File: config.mk
export PLATFORM = sky130hd
export DESIGN_NAME = dfr_reservoir_core
export DESIGN_NICKNAME = d
export VERILOG_FILES = /design/src/rtl/dfr_reservoir_core.sv
export SDC_FILE = /design/constraint.sdc
export NUM_CORES = 1
export LEC_CHECK = 0
export CAP_MARGIN = 40
export CORE_UTILIZATION = 28
export CTS_BUF_LIST = sky130_fd_sc_hd__clkbuf_8
export CTS_CLUSTER_DIAMETER = 60
export CTS_CLUSTER_SIZE = 10
export DETAILED_ROUTE_END_ITERATION = 10
export GPL_ROUTABILITY_DRIVEN = 0
export GPL_TIMING_DRIVEN = 0
export HOLD_SLACK_MARGIN = 0.03
export PLACE_DENSITY = 0.54
export SLEW_MARGIN = 15
export SYNTH_ARGS = -nofsm -noshare
export SYNTH_HDL_FRONTEND = slang
export SYNTH_SLANG_ARGS = --single-unit
File: constraint.sdc
create_clock -name clk -period 7 [get_ports clk]
set_clock_uncertainty 0.2 [all_clocks]
set_input_delay 1.4 -clock clk [delete_from_list [all_inputs] [get_ports clk]]
set_output_delay 1.4 -clock clk [all_outputs]
set_load 0.03 [all_outputs]
File: src/rtl/dfr_reservoir_core.sv
// Delay-feedback reservoir: a shift chain of virtual nodes fed through an external activation RAM.
// Optional build macro DFR_SATURATE_EN clamps out-of-range RAM addresses to all ones.
module dfr_reservoir_core #(
  parameter int unsigned NUM_VIRTUAL_NODES = 10,
  parameter int unsigned DATA_WIDTH        = 32,
  parameter int unsigned ACT_ADDR_WIDTH    = 16,
  parameter int unsigned ACT_DATA_WIDTH    = 12,
  parameter int unsigned FB_SHIFT          = 3,
  parameter int unsigned RAM_LATENCY       = 2
) (
  input  logic                      clk,
  input  logic                      rst,
  input  logic                      clear,
  input  logic                      in_valid,
  output logic                      in_ready,
  input  logic [DATA_WIDTH-1:0]     din,
  output logic [ACT_ADDR_WIDTH-1:0] act_addr,
  output logic                      act_rd_en,
  input  logic [ACT_DATA_WIDTH-1:0] act_data,
  output logic [DATA_WIDTH-1:0]     dout,
  output logic                      dout_valid
);

  localparam int unsigned CW = $clog2(RAM_LATENCY + 1);
  localparam int unsigned FW = DATA_WIDTH + ACT_DATA_WIDTH + FB_SHIFT;
  localparam logic [CW-1:0] Lat = CW'(RAM_LATENCY);

  typedef enum logic [1:0] {StIdle, StWait, StShift} state_e;

  state_e                    state_q, state_d;
  logic [CW-1:0]             cnt_q, cnt_d;
  logic [ACT_DATA_WIDTH-1:0] node_q [NUM_VIRTUAL_NODES];
  logic [ACT_ADDR_WIDTH-1:0] act_addr_q, act_addr_d, next_addr;
  logic                      rd_en_q, rd_en_d, dv_q, dv_d;
  logic                      accept, do_shift;
  logic [FW-1:0]             fb_wide;
  logic [DATA_WIDTH-1:0]     fb;
  logic [DATA_WIDTH:0]       sum;
  logic                      unused_bits;

  // Feedback and dout share the same truncated, shifted view of the last node.
  assign fb_wide = FW'(node_q[NUM_VIRTUAL_NODES-1]) << FB_SHIFT;
  assign fb      = fb_wide[DATA_WIDTH-1:0];
  assign sum     = {1'b0, din} + {1'b0, fb};

`ifdef DFR_SATURATE_EN
  assign next_addr   = (|sum[DATA_WIDTH:ACT_ADDR_WIDTH]) ? '1 : sum[ACT_ADDR_WIDTH-1:0];
  assign unused_bits = ^fb_wide[FW-1:DATA_WIDTH];
`else
  assign next_addr   = sum[ACT_ADDR_WIDTH-1:0];
  assign unused_bits = ^{fb_wide[FW-1:DATA_WIDTH], sum[DATA_WIDTH:ACT_ADDR_WIDTH]};
`endif

  assign in_ready   = (state_q == StIdle);
  assign accept     = in_valid & in_ready & ~clear;
  assign act_addr   = act_addr_q;
  assign act_rd_en  = rd_en_q;
  assign dout_valid = dv_q;
  assign dout       = fb;

  always_comb begin
    state_d    = state_q;
    cnt_d      = cnt_q;
    act_addr_d = act_addr_q;
    rd_en_d    = 1'b0;
    dv_d       = 1'b0;
    do_shift   = 1'b0;
    unique case (state_q)
      StIdle: begin
        cnt_d = '0;
        if (accept) begin
          act_addr_d = next_addr;
          rd_en_d    = 1'b1;
          state_d    = StWait;
        end
      end
      StWait: begin
        if (cnt_q != Lat) cnt_d = cnt_q + 1'b1;
        if (cnt_q == Lat - 1'b1) state_d = StShift;
      end
      StShift: begin
        do_shift = 1'b1;
        dv_d     = 1'b1;
        state_d  = StIdle;
      end
      default: state_d = StIdle;
    endcase
    // Clear aborts any in-flight update, including a shift due this edge.
    if (clear) begin
      state_d  = StIdle;
      cnt_d    = '0;
      rd_en_d  = 1'b0;
      dv_d     = 1'b0;
      do_shift = 1'b0;
    end
  end

  always_ff @(posedge clk or posedge rst) begin
    if (rst) begin
      state_q    <= StIdle;
      cnt_q      <= '0;
      act_addr_q <= '0;
      rd_en_q    <= 1'b0;
      dv_q       <= 1'b0;
    end else begin
      state_q    <= state_d;
      cnt_q      <= cnt_d;
      act_addr_q <= act_addr_d;
      rd_en_q    <= rd_en_d;
      dv_q       <= dv_d;
    end
  end

  always_ff @(posedge clk or posedge rst) begin
    if (rst) begin
      for (int i = 0; i < NUM_VIRTUAL_NODES; i++) node_q[i] <= '0;
    end else if (clear) begin
      for (int i = 0; i < NUM_VIRTUAL_NODES; i++) node_q[i] <= '0;
    end else if (do_shift) begin
      node_q[0] <= act_data;
      for (int i = 1; i < NUM_VIRTUAL_NODES; i++) node_q[i] <= node_q[i-1];
    end
  end

endmodule

Word level (Yosys, flattened, before mapping)
Cells that the tools add are included.
{"block": "totals", "ff_bits": 142, "latch_bits": 0, "mem_bits_rw": 0, "romBits": 0, "input_bits": 48, "out_inout_bits": 51, "elab_cells": 47, "memories": 0}
{"block": "op_classes", "add_sub_neg": 2, "n_mul": 0, "n_div": 0, "n_lt_le_gt_ge": 0, "eq_ne": 7, "n_shift": 0, "n_mux": 14, "bitwise": 3, "n_reduce_logical": 6}
{"cell": "$mux W120", "n": 2}
{"cell": "$add A16 B15 Y16", "n": 1}
{"cell": "$mux W2", "n": 5}
{"cell": "$pmux W2 S2", "n": 2}
{"cell": "$ne A3 B3 Y1 const B", "n": 2}
{"cell": "$reduce_and A2 Y1", "n": 3}
{"cell": "$mux W1", "n": 5}
{"cell": "$eq A2 B1 Y1 const B", "n": 2}
{"cell": "$ne A3 B2 Y1 const B", "n": 1}
{"cell": "$reduce_bool A3 Y1", "n": 1}
{"cell": "$add A2 B1 Y2 const B", "n": 1}
{"cell": "$and A1 B1 Y1", "n": 2}
{"cell": "$eq A2 B2 Y1 const B", "n": 1}
{"cell": "$logic_not A2 Y1", "n": 1}
{"cell": "$ne A2 B2 Y1 const B", "n": 1}
{"cell": "$reduce_bool A2 Y1", "n": 1}
{"cell": "$not A1 Y1", "n": 1}

Depth between registers and ports, before layout
Gate-level depths: netlist of run 1.
{"block": "logic_depth", "word_depth": 6, "mapped_depth": 8, "ltp_nobuf": 7}

Least setup slack after synthesis of run 1
No wires, ideal clock.
{"block": "synth_timing", "path_type": "input port to flip-flop", "from": "input port din[3]", "to": "register act_addr_q[15], in the netlist act_addr[15]", "setup_ns": 0.136, "arrival_time_ns": 2.884, "t_required_ns": 6.664, "setup_slack_ns": 3.780, "cell_stages": 7, "path_buffers": 0, "cell_sequence": "ha_1 > fa_1 > a211oi_1 > o21ai_0 > a21o_1 > a22oi_1 > o211ai_1"}
{"block": "synth_via", "elab_chain_len": 1}
{"element": "from (decl)", "line": "16", "source": "input logic [DATA_WIDTH-1:0] din,"}
{"element": "$add A16 B15 Y16", "line": "44", "source": "assign sum = {1'b0, din} + {1'b0, fb};"}
{"element": "to (signal assigned)", "line": "108", "source": "act_addr_q <= act_addr_d;"}
{"element": "to (decl)", "line": "33", "source": "logic [ACT_ADDR_WIDTH-1:0] act_addr_q, act_addr_d, next_addr;"}
No other way between the ends.
A chain may end at the register's enable or synchronous reset.

Final worst setup path of run 1
Same ends and word-level chain as after synthesis.

==> out/summary.txt, run 1 <==
outcome - finished clean
Max Slew Vio Count - 0
FMAX - 0.291 GHz
antenna viol nets, final - 0
final setup vio count - 0
TritonCTS buffer count - 17
HP Class - flop to flop
final setup margin - 3.56 ns
Comb pwr share - 10.9%
Routed Wire Length - 11.4 mm
Max FO, Critical Path - 4
min-delay src - act_addr[3]
Clk Latency, worst-skew pair - 0.45 ns
commonest cells after routing, fill and taps aside - dfrtp_1 (142), a22o_1 (120), clkdlybuf4s50_1 (62)
power per cell area - 234 nW/um2
global route overflow - 0
final net count - 618
clk root buf - clkbuf_8
unrepaired setup endpoints after global routing - false
Pleak - 3.60 nW
Longest Clk Path Bufs - 2
Area growth syn-to-layout - 25.4%
Core Box Area - 20300 um2
share of cells above drive strength 1 - 15.0%
full die area - 21300 um2
Worst EP arrival - 3.55 ns
Clock power frac - 39.5%
Final Cycle Share - 49.1%
CTS H-tree depth - 4
hold buffer count at cts - 0
antenna cells - 0
CP required - 7.12 ns
DP Worst Slack - 3.11 ns
Clk pin slew, worst setup/hold paths - 0.08 ns
max_slew headroom - 65.6%
pin count of the biggest net entering global routing - 107
Least-Margin Pin Slew - 0.515 ns
wire per inst - 13.5 um
post_cts resized - 0
worst vdd ir - 122 uV
DR vias - 3771
commonest non-fill, non-tap cell in the layout - dfrtp_1
yosys warns - 0
sequential share of the synthesized area - 61.1%
R2R Path End - act_addr[15]
Starting Density - 28.6%
Top Ports - 99
Switching Fraction - 26.7%
postcts setup bufs - 0
Final TNS setup - 0 ns
crit start category - input pin
DIE WIDTH - 146 um
Total Routing Usage GR - 11.6%
Starting DRT DRC Count - 166
Max Cap Viol - 0
syn_area_per_cell - 12.8 um2
switching power - 0.456 mW
Tmin final - 3.44 ns
count of final hold-check violations - 0
Yosys reg bits - 142
Post-DP HPWL - 8.34 mm
num rows - 52
total power - 1.71 mW
number of global-route vias before repair - 3869
P_int - 1.25 mW
first-pass GRT wire length - 19.5 mm
cells after synthesis - 454
hold path endpoint - act_addr[3]
I/O Buffers - 62
RR Startpoint - dout[3]
Seq pwr share - 49.7%
detailed-router iteration count before antenna repair - 5
initial antenna violation count - 0
Hold Path Depth - 2
worst setup path class - input pin to flop
R2R depth - 7
Sink Count - 142
die height - 146 um
Vias/cell - 4.50
DRC viols - 0
setup slack, reg-to-reg - 4.52 ns
Netlist cell types - 37
CTS tree - built
CP endpoint kind - flop
mapped cell area - 5810 um2
power by group through the flow:
| stage | clock, mW | sequential, mW | combinational (mW) |
|---|---|---|---|
| global placement | 0 | 0.864 | 0.183 |
| CTS | 0.699 | 0.849 | 0.188 |
| finish | 0.675 | 0.849 | 0.186 |
| global route | 0.731 | 0.851 | 0.203 |
| floorplan | 0 | 0.898 | 0.0792 |
| detailed placement | 0 | 0.865 | 0.188 |
how the worst max path moves through the flow:
stage / depth (start not counted) / from / endpoint / slack, ns
floorplan: 1 / rst / act_addr[0] / 1.59
global placement: 2 / rst / act_addr[15] / -0.19
detailed placement: 8 / din[3] / act_addr[15] / 3.11
CTS: 8 / din[3] / act_addr[15] / 3.59
global route: 8 / din[3] / act_addr[15] / 3.47
finish: 8 / din[3] / act_addr[15] / 3.56
Yosys cell counts, drive strengths merged:
cell type | count | area [um2]
a211o | 3 | 26.3
a211oi | 2 | 15.0
a21o | 10 | 76.3
a21oi | 14 | 70.1
a22o | 120 | 1050
a22oi | 1 | 7.51
a31o | 1 | 8.76
a41oi | 1 | 8.76
and2 | 1 | 6.26
and3 | 2 | 17.5
buf | 48 | 320
clkbuf | 14 | 52.6
conb | 1 | 3.75
dfrtp | 142 | 3550
fa | 1 | 20.0
ha | 14 | 175
inv | 5 | 18.8
mux2i | 2 | 20.0
nand2 | 27 | 101
nand3 | 4 | 20.0
nand4 | 2 | 12.5
nor2 | 13 | 48.8
nor3 | 2 | 10.0
nor3b | 1 | 7.51
o211a | 1 | 10.0
o211ai | 2 | 15.0
o21ai | 9 | 45.0
o311ai | 1 | 8.76
o31a | 1 | 8.76
o31ai | 1 | 7.51
or3 | 1 | 6.26
xnor2 | 3 | 26.3
xor2 | 4 | 35.0
critical path, cell delays in order:
cell and delay, ns:
clkdlybuf4s50_1 0.41, ha_1 0.25, fa_1 0.43, a211oi_1 0.28, o21ai_0 0.22, a21o_1 0.28, a22oi_1 0.18, o211ai_1 0.10
registers in the layout, indices dropped and copies added (netlist names):
name and count:
act_addr 16, dout 12, state_q 2, node_q 108
cnt_q 2, dout_valid 1, act_rd_en 1
area by class of cell:
cell class,count,area (um2)
Fill cell,1977,13000
Tap cell,270,338
Clock inverter,13,153
Clock buffer,19,262
Buffer,62,373
Inverter,5,26.3
Sequential cell,142,3550
Multi-Input combinational cell,264,1940
Timing Repair Buffer,63,648
logic make-up after synthesis:
| kind of cell | share of synthesized area (%) |
|---|---|
| simple gates | 3.96 |
| xor+xnor | 1.05 |
| buf+inv | 6.74 |
| other cells | 0.0645 |
| flops | 61.1 |
| compound gates | 23.4 |
| mux | 0.344 |
| fa+ha+maj | 3.36 |
metal layers:
metal | up-vias | GRT usage, % | share of wire [%]
met5 | - | 0 | 0
met1 | 1819 | 14.2 | 46
met4 | 0 | 5.78 | 2.0
li1 | 1846 | - | -
met3 | 18 | 3.13 | 3.9
met2 | 88 | 18.7 | 48
metrics by stage:
stage / util [%] / std cells / hold slack [ns] / cell area (um2)
2_1_floorplan: - / 473 / 0.266 / 5890
3_3_place_gp: 33.7 / 805 / 0.260 / 6840
3_5_place_dp: 33.9 / 806 / 0.265 / 6880
4_1_cts: 35.9 / 838 / 0.285 / 7290
5_1_grt: 35.9 / 838 / 0.309 / 7290
6_report: 35.9 / 838 / 0.282 / 7290
No activity file was read; power rests on OpenSTA's default activity.
==> inputs of run 2 (changes only) <==
==> constraint.sdc (replaced) <==
create_clock -name clk -period 3.5 [get_ports clk]
set_clock_uncertainty 0.2 [all_clocks]
set_input_delay 0.7 -clock clk [delete_from_list [all_inputs] [get_ports clk]]
set_output_delay 0.7 -clock clk [all_outputs]
set_load 0.03 [all_outputs]
==> out/summary.txt, run 2 (synthesis gave the netlist of run 1 again) <==
CP endpoint kind - flop
Final TNS setup - 0 ns (unchanged)
Max FO, Critical Path - 4 (unchanged)
crit start category - input pin
power per cell area - 460 nW/um2 (+96%)
Routed Wire Length - 11.3 mm (-0.25%)
outcome - finished clean
detailed-router iteration count before antenna repair - 4 (-1)
Comb pwr share - 11.2% (+0.3 points)
switching power - 0.935 mW (+100%)
final setup vio count - 0 (unchanged)
post-route insts no fill - 841 (+0.36%)
DR vias - 3800 (+0.77%)
number of global-route vias before repair - 3869 (unchanged)
initial antenna violation count - 0 (unchanged)
Area growth syn-to-layout - 26.0%
Max Slew Vio Count - 0 (unchanged)
setup slack, reg-to-reg - 1.04 ns (-3.48 ns)
Inst Count DP - 809 (+0.37%)
Top reg by flops - node_q
Clk Latency, worst-skew pair - 0.44 ns (about the same)
FMAX - 0.364 GHz
final net count - 621 (+0.49%)
global route overflow - 0 (unchanged)
Vias/cell - 4.52 (+0.41%)
Sink Count - 142 (unchanged)
filler cell count - 2030 (+2.7%)
pin count of the biggest net entering global routing - 37 (-65%)
Clock power frac - 38.4% (-1.1 points)
post_cts resized - 0 (unchanged)
Switching Fraction - 27.8% (+1.1 points)
hold buffer count at cts - 0 (unchanged)
die height - 146 um (unchanged)
num rows - 52 (unchanged)
commonest cells after routing, fill and taps aside - dfrtp_1 (142), a22o_1 (120), clkdlybuf4s50_1 (62)
Clk pin slew, worst setup/hold paths - 0.09 ns (about the same)
full die area - 21300 um2 (unchanged)
Total Routing Usage GR - 11.3% (-0.24 points)
commonest non-fill, non-tap cell in the layout - dfrtp_1
clk root buf - clkbuf_8
antenna viol nets, final - 0 (unchanged)
hold path endpoint - act_addr[12]
Max Cap Viol - 0 (unchanged)
CP required - 3.62 ns (-3.50 ns)
RR Startpoint - dout[3]
P_int - 2.43 mW (+94%)
share of cells above drive strength 1 - 15.4% (+0.45 points)
Starting DRT DRC Count - 171 (+3.0%)
CTS tree - built
Least-Margin Pin Slew - 0.608 ns (+0.0925 ns)
min-delay src - act_addr[12]
DRC viols - 0 (unchanged)
Multi-input gate area - 1940 um2 (unchanged)
Starting Density - 28.6% (unchanged)
I/O Buffers - 62 (unchanged)
count of final hold-check violations - 0 (unchanged)
Top Ports - 99 (unchanged)
Longest Clk Path Bufs - 2 (unchanged)
Worst EP arrival - 2.86 ns (-0.69 ns)
max_slew headroom - 59.4% (-6.3 points)
max reg flops - 108 (unchanged)
R2R Path End - act_addr[15]
TritonCTS buffer count - 17 (unchanged)
unrepaired setup endpoints after global routing - false
Hold Path Depth - 2 (unchanged)
DIE WIDTH - 146 um (unchanged)
Pleak - 3.61 nW (+0.51%)
Core Box Area - 20300 um2 (unchanged)
worst vdd ir - 223 uV (+82%)
worst setup path class - input pin to flop
CTS H-tree depth - 4 (unchanged)
first-pass GRT wire length - 19.3 mm (-1.1%)
Seq pwr share - 50.4% (+0.7 points)
Final Cycle Share - 78.4%
antenna cells - 0 (unchanged)
Post-DP HPWL - 8.52 mm (+2.1%)
postcts setup bufs - 0 (unchanged)
R2R depth - 7 (unchanged)
Reg area - 3550 um2 (unchanged)
Tmin final - 2.74 ns
wire per inst - 13.5 um (-0.60%)
HP Class - flop to flop
[run 2: changes by cell type in the layout (fill, tap and decap cells not counted), sizes merged]
cell / previous run / this run
bufinv: 2 / 1
clkinv: 2 / 6
clkbuf: 33 / 32
buf: 49 / 52
clkinvlp: 3 / 2
inv: 11 / 10
[run 2: worst max path at each step]
stage / depth (start not counted) / endpoint / startpoint
after floorplan: 1 / act_addr[0] / rst
after global placement: 2 / act_addr[2] / rst
after detailed placement: 8 / act_addr[15] / din[3]
after CTS: 8 / act_addr[15] / din[3]
after global routing: 8 / act_addr[15] / din[3]
final: 8 / act_addr[15] / din[3]
[run 2: power groups by stage]
stage | logic [mW] | registers (mW) | clock network, mW
after floorplan | 0.159 | 1.80 | 0
after global placement | 0.366 | 1.73 | 0
after detailed placement | 0.383 | 1.73 | 0
after CTS | 0.384 | 1.70 | 1.34
after global routing | 0.412 | 1.70 | 1.41
final | 0.378 | 1.70 | 1.29
[run 2: critical path, cell delays in order]
cell and delay [ns]:
clkdlybuf4s50_1 0.41, ha_1 0.25, fa_1 0.44, a211oi_1 0.27, o21ai_0 0.24, a21o_1 0.29
a22oi_1 0.17, o211ai_1 0.10
[run 2: metal layers]
| metal | wire [um] | vias to the layer above | part of all wire (%) | global-route usage, % |
|---|---|---|---|---|
| met4 | 102 | 0 | 0.90 | 4.38 |
| met1 | 5270 | 1861 | 47 | 14.4 |
| met5 | 0 | - | 0 | 0 |
| li1 | - | 1851 | - | - |
| met2 | 5490 | 81 | 48 | 18.4 |
| met3 | 458 | 7 | 4.0 | 3.00 |
[run 2: stage by stage]
stage / total power [mW] / util [%] / hold slack [ns] / instance area (um2) / setup WS [ns]
global placement: 2.09 / 33.7 / 0.259 / 6850 / -0.342
global route: 3.52 / 36.1 / 0.321 / 7330 / 0.652
CTS: 3.42 / 36.1 / 0.294 / 7330 / 0.769
floorplan: 1.95 / - / 0.266 / 5890 / 0.823
finish: 3.37 / 36.1 / 0.287 / 7330 / 0.755
detailed placement: 2.11 / 34.1 / 0.270 / 6930 / 0.288
[run 2: layout make-up]
type                       count  area share [%]
inverter                       5           0.307
clock inverter                14            2.05
tap                          270            4.61
buffer                        62            5.09
multi-input combinational    264            26.5
timing repair buffer          66            9.56
clock buffer                  18            3.38
sequential                   142            48.5
==> inputs of run 3 (changes only) <==
==> constraint.sdc (replaced) <==
create_clock -name clk -period 2.66 [get_ports clk]
set_clock_uncertainty 0.2 [all_clocks]
set_input_delay 0.532 -clock clk [delete_from_list [all_inputs] [get_ports clk]]
set_output_delay 0.532 -clock clk [all_outputs]
set_load 0.03 [all_outputs]
==> out/summary.txt, run 3 (synthesis gave the netlist of run 1 again) <==
Switching Fraction - 27.8% (about the same)
antenna cells - 0 (unchanged)
max_slew headroom - 59.4% (unchanged)
max layer used - met4
Starting Density - 28.6% (unchanged)
initial antenna violation count - 0 (unchanged)
Area growth syn-to-layout - 26.0% (unchanged)
Max FO, Critical Path - 4 (unchanged)
count of final hold-check violations - 0 (unchanged)
antenna viol nets, final - 0 (unchanged)
Longest Clk Path Bufs - 2 (unchanged)
DR vias - 3803 (+0.079%)
unrepaired setup endpoints after global routing - false
full die area - 21300 um2 (unchanged)
CP endpoint kind - flop
Comb pwr share - 11.2% (about the same)
Pleak - 3.61 nW (about the same)
Top Ports - 99 (unchanged)
crit start category - input pin
Max Cap Viol - 0 (unchanged)
Total Routing Usage GR - 11.3% (unchanged)
TritonCTS buffer count - 17 (unchanged)
commonest non-fill, non-tap cell in the layout - dfrtp_1
Max Slew Vio Count - 0 (unchanged)
CTS H-tree depth - 4 (unchanged)
Clock power frac - 38.4% (about the same)
Clk Latency, worst-skew pair - 0.44 ns (about the same)
clk root buf - clkbuf_8
CTS tree - built
Top reg by flops - node_q
I/O Buffers - 62 (unchanged)
max reg flops - 108 (unchanged)
switching power - 1.23 mW (+32%)
DR WL met3 - 458 um (unchanged)
Routed Wire Length - 11.3 mm (about the same)
filler cell count - 2030 (unchanged)
Worst EP arrival - 2.62 ns (-0.24 ns)
postcts setup bufs - 0 (unchanged)
DP Worst Slack - -0.384 ns (-0.672 ns)
Post-DP HPWL - 8.52 mm (unchanged)
Largest stage delay, worst path - 0.44 ns (about the same)
Final Cycle Share - 94.0%
crit path cell chain - clkdlybuf4s50_1 -> ha_1 -> fa_1 -> a211oi_1 -> o21ai_1 -> a21o_1 -> a22oi_1 -> o211ai_1
wire per inst - 13.5 um (about the same)
worst setup path class - input pin to flop
number of global-route vias before repair - 3869 (unchanged)
DRC viols - 0 (unchanged)
Sink Count - 142 (unchanged)
worst vdd ir - 293 uV (+32%)
first-pass GRT wire length - 19.3 mm (unchanged)
Starting DRT DRC Count - 171 (unchanged)
P_int - 3.20 mW (+32%)
die height - 146 um (unchanged)
commonest cells after routing, fill and taps aside - dfrtp_1 (142), a22o_1 (120), clkdlybuf4s50_1 (62)
num rows - 52 (unchanged)
share of cells above drive strength 1 - 15.4% (unchanged)
DIE WIDTH - 146 um (unchanged)
Tmin final - 2.50 ns
Vias/cell - 4.52 (about the same)
hold_ws - 0.287 ns (unchanged)
CP required - 2.78 ns (-0.84 ns)
outcome - finished clean
final setup vio count - 0 (unchanged)
final setup margin - 0.158 ns (-0.597 ns)
Crit path max-delay family - compound AO/OA/AOI/OAI gates
pin count of the biggest net entering global routing - 37 (unchanged)
WL met1 - 5.27 mm (about the same)
FMAX - 0.400 GHz
met2 wire length - 5.49 mm (about the same)
Least-Margin Pin Slew - 0.608 ns (unchanged)
final net count - 621 (unchanged)
detailed-router iteration count before antenna repair - 4 (unchanged)
WP buf/inv - 1 (unchanged)
CP max stage cell - fa_1
Clk pin slew, worst setup/hold paths - 0.09 ns (about the same)
global route overflow - 0 (unchanged)
Core Box Area - 20300 um2 (unchanged)
power per cell area - 605 nW/um2 (+32%)
Seq pwr share - 50.4% (about the same)
HP Class - flop to flop
## run 3: final timing paths
check                        startpoint      endpoint  slack (ns)  depth (start not counted)
max reg2reg                     dout[3]  act_addr[15]        0.27                          7
min reg2reg                act_addr[12]  act_addr[12]        0.29                          2
min in group asynchronous           rst   node_q[105]        0.32                          2
min                        act_addr[12]  act_addr[12]        0.29                          2
max                              din[3]  act_addr[15]        0.16                          8
max in group asynchronous           rst   act_addr[3]        1.22                          4
## run 3: metal layers
metal / GRT usage [%] / vias up
met5: 0 / -
met4: 4.38 / 0
met3: 3.00 / 7
met2: 18.4 / 81
met1: 14.4 / 1863
li1: - / 1852
## run 3: worst reg2reg max path, cell delays in order (launching register included)
cell      delay [ns]
dfrtp_1         0.41
ha_1            0.24
fa_1            0.44
a211oi_1        0.28
o21ai_1         0.18
a21o_1          0.27
a22oi_1         0.17
o211ai_1        0.10
## run 3: per-stage QoR
stage	util, %	cell area (um2)	power (mW)	cells	TNS, ns
floorplan	-	5890	2.57	473	0
global placement	33.7	6850	2.76	805	-143.66
detailed placement	34.1	6930	2.78	809	-1.53
CTS	36.1	7330	4.50	841	0
global route	36.1	7330	4.64	841	0
finish	36.1	7330	4.43	841	0
## run 3: power groups by stage
stage	sequential, mW	combinational [mW]	clock [mW]
after floorplan	2.36	0.209	0
after global placement	2.28	0.481	0
after detailed placement	2.28	0.504	0
after CTS	2.23	0.506	1.76
after global routing	2.24	0.542	1.85
final	2.23	0.498	1.70
## run 3: what timing repair did
item / CTS / global route
resized for setup: 0 / 1
endpoints found under the setup margin: 0 / 1
hold buffers: 0 / 0
## run 3: cell type report
cell class              count  area (um2)  share of cell area (%)
plain buffers              62         373                    5.09
clock buffers              18         248                    3.38
clock inverters            14         150                    2.05
inverters                   5        22.5                   0.307
multi-input cells         264        1940                    26.5
flip-flops and latches    142        3550                    48.5
well taps                 270         338                    4.61
repair buffers             66         701                    9.56
